### src/rtl/lfsr_word_ctrl_pkg.sv
// rtl/lfsr_word_ctrl_pkg.sv - shared state encoding and default sizes for the LFSR word sequencer
package lfsr_ctrl_pkg;

    localparam int DEF_DEGREE = 7;
    localparam int DEF_WORD_W = 8;
    localparam int DEF_CNT_W  = 16;

    typedef enum logic [2:0] {
        IDLE  = 3'd0,
        SEED  = 3'd1,
        FLUSH = 3'd2,
        SHIFT = 3'd3,
        HOLD  = 3'd4
    } state_e;

endpackage

### src/rtl/lfsr_word_ctrl_if.sv
// rtl/lfsr_word_ctrl_if.sv - word stream handshake between sequencer (master) and consumer (slave)
interface lfsr_word_ctrl_if import lfsr_ctrl_pkg::*; #(
    parameter int WORD_W = DEF_WORD_W
);
    logic [WORD_W-1:0] Word_DO;
    logic              Valid_SO;
    logic              Ready_SI;

    modport master (output Word_DO, output Valid_SO, input Ready_SI);
    modport slave  (input Word_DO, input Valid_SO, output Ready_SI);
endinterface

### src/rtl/lfsr_bit_packer.sv
// rtl/lfsr_bit_packer.sv - serial-to-word shift register; first bit lands in the MSB
module lfsr_bit_packer #(
    parameter int WORD_W = 8
) (
    input  logic              Clk_CI,
    input  logic              Rst_RBI,
    input  logic              clr,
    input  logic              shift_en,
    input  logic              bit_in,
    output logic [WORD_W-1:0] word,
    output logic              full
);
    localparam int CW = $clog2(WORD_W);
    localparam logic [CW-1:0] LAST = CW'(WORD_W - 1);

    logic [WORD_W-1:0] word_q, word_d;
    logic [CW-1:0]     cnt_q, cnt_d;

    always_comb begin
        word_d = word_q;
        cnt_d  = cnt_q;
        if (clr) begin
            word_d = '0;
            cnt_d  = '0;
        end else if (shift_en) begin
            word_d = {word_q[WORD_W-2:0], bit_in};
            cnt_d  = (cnt_q == LAST) ? '0 : cnt_q + CW'(1);
        end
    end

    always_ff @(posedge Clk_CI or negedge Rst_RBI) begin
        if (!Rst_RBI) begin
            word_q <= '0;
            cnt_q  <= '0;
        end else begin
            word_q <= word_d;
            cnt_q  <= cnt_d;
        end
    end

    // full flags the edge that captures the last bit of a word
    assign full = shift_en && (cnt_q == LAST);
    assign word = word_q;

endmodule

### src/rtl/lfsr_word_ctrl.sv
// rtl/lfsr_word_ctrl.sv - seeds/steps an external LFSR and delivers packed words over valid/ready
// Optional running ones count enabled by LFSR_WORD_CTRL_ONES_CNT_EN.
module lfsr_word_ctrl import lfsr_ctrl_pkg::*; #(
    parameter int               DEGREE       = DEF_DEGREE,
    parameter int               WORD_W       = DEF_WORD_W,
    parameter int               CNT_W        = DEF_CNT_W,
    parameter logic [DEGREE-1:0] DEFAULT_SEED = 'h01
) (
    input  logic              Clk_CI,
    input  logic              Rst_RBI,
    input  logic              Start_SI,
    input  logic              Stop_SI,
    input  logic [DEGREE-1:0] Seed_DI,
    input  logic [CNT_W-1:0]  NumWords_DI,
    output logic              Busy_SO,
    output logic              Done_SO,
    lfsr_word_ctrl_if.master  strm,
    output logic              LfsrWrEn_SO,
    output logic              LfsrSeedWr_SO,
    output logic [DEGREE-1:0] LfsrSeed_DO,
    input  logic              LfsrBit_DI
`ifdef LFSR_WORD_CTRL_ONES_CNT_EN
    ,
    output logic [CNT_W-1:0]  OnesCnt_DO
`endif
);
    state_e            state_q, state_d;
    logic [DEGREE-1:0] seed_q, seed_d;
    logic [CNT_W-1:0]  remaining_q, remaining_d;
    logic              bounded_q, bounded_d;
    logic              done_q, done_d;

    logic start_acc, handshake, last_word, full;
    logic [WORD_W-1:0] word;

    assign start_acc = (state_q == IDLE) && Start_SI && !Stop_SI;
    assign handshake = (state_q == HOLD) && strm.Ready_SI;
    assign last_word = bounded_q && (remaining_q == CNT_W'(1));

    lfsr_bit_packer #(.WORD_W(WORD_W)) u_packer (
        .Clk_CI   (Clk_CI),
        .Rst_RBI  (Rst_RBI),
        .clr      (start_acc),
        .shift_en (state_q == SHIFT),
        .bit_in   (LfsrBit_DI),
        .word     (word),
        .full     (full)
    );

    always_ff @(posedge Clk_CI or negedge Rst_RBI) begin
        if (!Rst_RBI) begin
            state_q     <= IDLE;
            seed_q      <= '0;
            remaining_q <= '0;
            bounded_q   <= 1'b0;
            done_q      <= 1'b0;
        end else begin
            state_q     <= state_d;
            seed_q      <= seed_d;
            remaining_q <= remaining_d;
            bounded_q   <= bounded_d;
            done_q      <= done_d;
        end
    end

    always_comb begin
        state_d = state_q;
        if (Stop_SI && state_q != IDLE) begin
            state_d = IDLE;
        end else begin
            unique case (state_q)
                IDLE:    if (start_acc) state_d = SEED;
                SEED:    state_d = FLUSH;
                FLUSH:   state_d = SHIFT;
                SHIFT:   if (full) state_d = HOLD;
                HOLD:    if (handshake) state_d = last_word ? IDLE : SHIFT;
                default: state_d = IDLE;
            endcase
        end
    end

    // Seed/counter capture and done pulse; an abort suppresses done.
    always_comb begin
        seed_d      = seed_q;
        remaining_d = remaining_q;
        bounded_d   = bounded_q;
        done_d      = 1'b0;
        if (start_acc) begin
            seed_d      = (Seed_DI == '0) ? DEFAULT_SEED : Seed_DI;
            remaining_d = NumWords_DI;
            bounded_d   = |NumWords_DI;
        end else if (handshake && !Stop_SI) begin
            done_d = last_word;
            if (bounded_q) remaining_d = remaining_q - CNT_W'(1);
        end
    end

    always_comb begin
        Busy_SO       = (state_q != IDLE);
        strm.Valid_SO = (state_q == HOLD);
        LfsrWrEn_SO   = (state_q == SEED) || (state_q == FLUSH) || (state_q == SHIFT);
        LfsrSeedWr_SO = (state_q == SEED);
    end

    assign Done_SO      = done_q;
    assign strm.Word_DO = word;
    assign LfsrSeed_DO  = seed_q;

`ifdef LFSR_WORD_CTRL_ONES_CNT_EN
    logic [CNT_W-1:0] ones_q, ones_d;

    always_comb begin
        ones_d = ones_q;
        if (start_acc)
            ones_d = '0;
        else if (state_q == SHIFT && LfsrBit_DI && ones_q != '1)
            ones_d = ones_q + CNT_W'(1);
    end

    always_ff @(posedge Clk_CI or negedge Rst_RBI) begin
        if (!Rst_RBI) ones_q <= '0;
        else          ones_q <= ones_d;
    end

    assign OnesCnt_DO = ones_q;
`endif

endmodule

### src/flat_wrapper.sv
// flat-port wrapper written by rule: the top's interface ports become plain ports
module lfsr_word_ctrl_flat import lfsr_ctrl_pkg::*;
#(
    parameter int               DEGREE       = DEF_DEGREE,
    parameter int               WORD_W       = DEF_WORD_W,
    parameter int               CNT_W        = DEF_CNT_W,
    parameter logic [DEGREE-1:0] DEFAULT_SEED = 'h01
)
  (Clk_CI, Rst_RBI, Start_SI, Stop_SI, Seed_DI, NumWords_DI, Busy_SO, Done_SO, LfsrWrEn_SO, LfsrSeedWr_SO, LfsrSeed_DO, LfsrBit_DI, strm_Word_DO, strm_Valid_SO, strm_Ready_SI);
  lfsr_word_ctrl_if #(.WORD_W(WORD_W)) strm_i ();
  input  logic Clk_CI;
  input  logic Rst_RBI;
  input  logic Start_SI;
  input  logic Stop_SI;
  input  logic [DEGREE-1:0] Seed_DI;
  input  logic [CNT_W-1:0] NumWords_DI;
  output logic Busy_SO;
  output logic Done_SO;
  output logic LfsrWrEn_SO;
  output logic LfsrSeedWr_SO;
  output logic [DEGREE-1:0] LfsrSeed_DO;
  input  logic LfsrBit_DI;
  output wire logic [$bits(strm_i.Word_DO)-1:0] strm_Word_DO;
  output wire logic [$bits(strm_i.Valid_SO)-1:0] strm_Valid_SO;
  input wire logic [$bits(strm_i.Ready_SI)-1:0] strm_Ready_SI;
  assign strm_Word_DO = strm_i.Word_DO;
  assign strm_Valid_SO = strm_i.Valid_SO;
  assign strm_i.Ready_SI = strm_Ready_SI;
  lfsr_word_ctrl #(.DEGREE(DEGREE), .WORD_W(WORD_W), .CNT_W(CNT_W), .DEFAULT_SEED(DEFAULT_SEED)) u_core (.Clk_CI(Clk_CI), .Rst_RBI(Rst_RBI), .Start_SI(Start_SI), .Stop_SI(Stop_SI), .Seed_DI(Seed_DI), .NumWords_DI(NumWords_DI), .Busy_SO(Busy_SO), .Done_SO(Done_SO), .strm(strm_i), .LfsrWrEn_SO(LfsrWrEn_SO), .LfsrSeedWr_SO(LfsrSeedWr_SO), .LfsrSeed_DO(LfsrSeed_DO), .LfsrBit_DI(LfsrBit_DI));
endmodule
### config.mk
export PLATFORM = sky130hd
export DESIGN_NAME = lfsr_word_ctrl_flat
export DESIGN_NICKNAME = d
export VERILOG_FILES = /design/src/rtl/lfsr_word_ctrl_pkg.sv /design/src/rtl/lfsr_word_ctrl_if.sv /design/src/rtl/lfsr_bit_packer.sv /design/src/rtl/lfsr_word_ctrl.sv /design/src/flat_wrapper.sv
export SDC_FILE = /design/constraint.sdc
export NUM_CORES = 1
export LEC_CHECK = 0
export ABC_AREA = 1
export BUFFER_PORTS_ARGS = -buffer_cell sky130_fd_sc_hd__clkbuf_2
export CORE_ASPECT_RATIO = 1.1
export CORE_MARGIN = 2
export CORE_UTILIZATION = 57
export CTS_BUF_LIST = sky130_fd_sc_hd__clkbuf_4
export DETAILED_ROUTE_END_ITERATION = 12
export PLACE_DENSITY_LB_ADDON = 0.25
export SETUP_SLACK_MARGIN = 0.1
export SLEW_MARGIN = 5
export SYNTH_ARGS = -nofsm -noshare
export SYNTH_HDL_FRONTEND = slang
export SYNTH_SLANG_ARGS = --single-unit
### constraint.sdc
create_clock -name Clk_CI -period 2.05 [get_ports Clk_CI]
set_clock_uncertainty 0.15 [all_clocks]
set_input_delay 0.41 -clock Clk_CI [delete_from_list [all_inputs] [get_ports Clk_CI]]
set_output_delay 0.41 -clock Clk_CI [all_outputs]
set_load 0.1 [all_outputs]
==> impl_metrics.tcl <==
set metrics [dict create \
    synthCells 332 \
    cts_tree "yes" \
    synth_area_mm2 0.00235 \
    firstDrtPassIters 4 \
    finalCritPeriodShare_pct 93.3 \
    cp-end-kind "primary output" \
    max_freq_mhz 523 \
    start_kind "register" \
    antenna_found_initial 0 \
    p_seq_share_pct 31.2 \
    synth_top_area_cell "dfrtp_1" \
    mostFrequentLayoutCells "nand2_1 (113), clkbuf_2 (44), inv_1 (39), nor2_1 (39), dfrtp_1 (37)" \
    crit_chain "nor2_2 -> nand2_1 -> buf_4" \
    fp.dieH_um 71.3 \
    antenna_cells 0 \
    maxSlewViolCount 0 \
    clockBufferDepth 2 \
    grt_usage_pct 23.8 \
    initial_utilization_pct 59.3 \
    synth_top_area_share_pct 41.5 \
    insertion_delay_ps 350 \
    htreeDepth 2 \
    ir_drop_uv 1170 \
    numClockSinks 39 \
    ys_seq_elements 39 \
    drive_gt1_share_pct 20.5 \
    hold_path_class "primary input to register" \
    p_clk_share_pct 12.5 \
    grt_pass1_vias 2026 \
    hold_viol_final 0 \
    synth_area_leaders "dfrtp_1 (42%), nand2_1 (18%), nor2_1 (6.5%)" \
    arrival_ps 1350 \
    drt_iter0_markers 143 \
    route.detailed.drc 0 \
    crit_type "register to primary output" \
    tns_ps 0 \
    root_buffer "clkbuf_4" \
    area_growth_pct 17.9 \
    num_rows 24 \
    worst_pin_slew_ps 544 \
    synth_warnings 0 \
    vias 2250 \
    final_cells 438 \
    place_hpwl_um 3710 \
    core_mm2 0.00396 \
    post_cts_buffers 0 \
    fin_crit_ps 1910 \
    netSwitchingPower_mw 2.36 \
    p_int_mw 1.90 \
    avgSynthCellArea_um2 7.08 \
    fin_ws_ps 138 \
    slowest_delay_ps 470 \
    pre_cts_slack_ps 278 \
    gp_congestion 0.857 \
    grt_setup_unrepaired "true" \
    final_common_cell "nand2_1" \
    grt_max_degree 40 \
    pwr-share-comb_pct 56.3 \
    io_pins 49 \
    cap_violations 0 \
    drt-total-wl_um 4970 \
    port_buffers 48 \
    synth_cell_types 32 \
    vias_per_cell 5.14 \
    postRouteAntennaNets 0 \
    seq_area_frac_synth_pct 41.5 \
    numPlacedInstances 429 \
    dieArea_mm2 0.00465 \
    grt_first_pass_wirelength_um 8530 \
    numCtsBuffers 5 \
    p_leak_nw 1.57 \
    wire_per_inst_um 11.4 \
    die_w_um 65.2 \
    required_ps 1490 \
    max_slew_margin_pct 63.9 \
    crit_fanout 5 \
    clkTransAtPathRegs_ps 130 \
    swShare_pct 55.4 \
    setup_viol 0 \
    grt_overflow 0 \
    cp_slowest_cell "dfrtp_2" \
    status "finished, final reports clean" \
    power_density_mw_per_mm2 1540 \
    synth_nets 365 \
    nNetsFinal 418 \
]
worst max-delay path: cells and delay by family (launching register included):
kind                   cells  cell delay, ps
flip-flops                 1             470
AND/OR/NAND/NOR            2             280
buffers and inverters      1             240
path summary, 6_finish.rpt:
path,from,to,slack (ps),depth (start not counted)
min reg2reg,u_core.u_packer.word[7],u_core.u_packer.word[7],340,2
min in group asynchronous,Rst_RBI,u_core.Done_SO,470,3
min,Seed_DI[0],u_core.LfsrSeed_DO[0],110,3
max in group asynchronous,Rst_RBI,u_core.state_q[0],920,3
max,u_core.state_q[0],Busy_SO,140,3
max reg2reg,u_core.state_q[1],u_core.remaining_q[15],300,9
per-stage QoR:
stage               total power [mW]  hold WS, ps  utilization, %  area [um^2]
global route                    4.56         84.2            69.9         2770
CTS                             4.25          101            69.6         2760
global placement                3.68          310            67.2         2660
floorplan                       3.24        -35.6               -         2350
finish                          4.27          110            69.9         2770
detailed placement              3.70          318            67.2         2660
what timing repair did:
item                                   CTS  global route
resized for setup                        2             8
hold buffers                             1             0
setup endpoints to repair                2             8
endpoints found under the hold margin   39             0
layer usage:
metal | track usage, % | wire [um] | part of all wire [%]
met5 | 0 | 0 | 0
met4 | 10.2 | 57 | 1.1
met3 | 6.28 | 360 | 7.2
met2 | 39.7 | 2430 | 49
met1 | 29.0 | 2130 | 43
final cells by class:
cell class	instances	area, um^2
inverter	49	188
multi-input combinational	238	1150
sequential	39	978
timing repair buffer	52	308
clock inverter	3	42.5
tap	52	65.1
clock buffer	5	37.5
fill	355	1190
flip-flops by register name, indices dropped and copies added (netlist names):
signal and cells:
u_core.remaining_q 16, u_core.u_packer.word 8, u_core.LfsrSeed_DO 7, u_core.state_q 3, u_core.u_packer.cnt_q 3, u_core.Done_SO 1
u_core.bounded_q 1
synth_stat cells:
cell type and count:
nor3_1 3, or2_0 1, o21ai_0 6, xor2_1 4, inv_1 39, a21oi_1 3, nor4_1 1, nand2_1 113
o211ai_1 4, and3_1 1, nor2_1 41, nor2_2 3, buf_2 2, or2_1 1, nand2_2 1, nand3_4 1
buf_4 2, buf_6 2, ha_1 4, nand3b_1 1, clkinv_1 2, nor2_4 1, inv_2 8, o31ai_1 1
nand4_1 6, nand3_1 27, o21ai_1 4, a21boi_1 8, dfrtp_1 39, nand2_8 1, o211ai_2 1, nand3_2 1
logic make-up (layout without fill, tap and decap cells):
group	Yosys count	count (layout)	share of synthesized area, %
compound gates	27	27	7.45
xor+xnor	4	4	1.49
fa+ha+maj	4	4	2.13
buf+inv	55	109	9.85
flops	39	39	41.5
simple gates	203	203	37.5
power by group through the flow:
stage               clock [mW]  combinational, mW  sequential, mW
CTS                      0.540               2.39            1.32
global placement             0               2.34            1.33
finish                   0.532               2.40            1.33
floorplan                    0               1.27            1.97
detailed placement           0               2.37            1.33
global route             0.566               2.62            1.37
(Power assumes the default switching activity.)
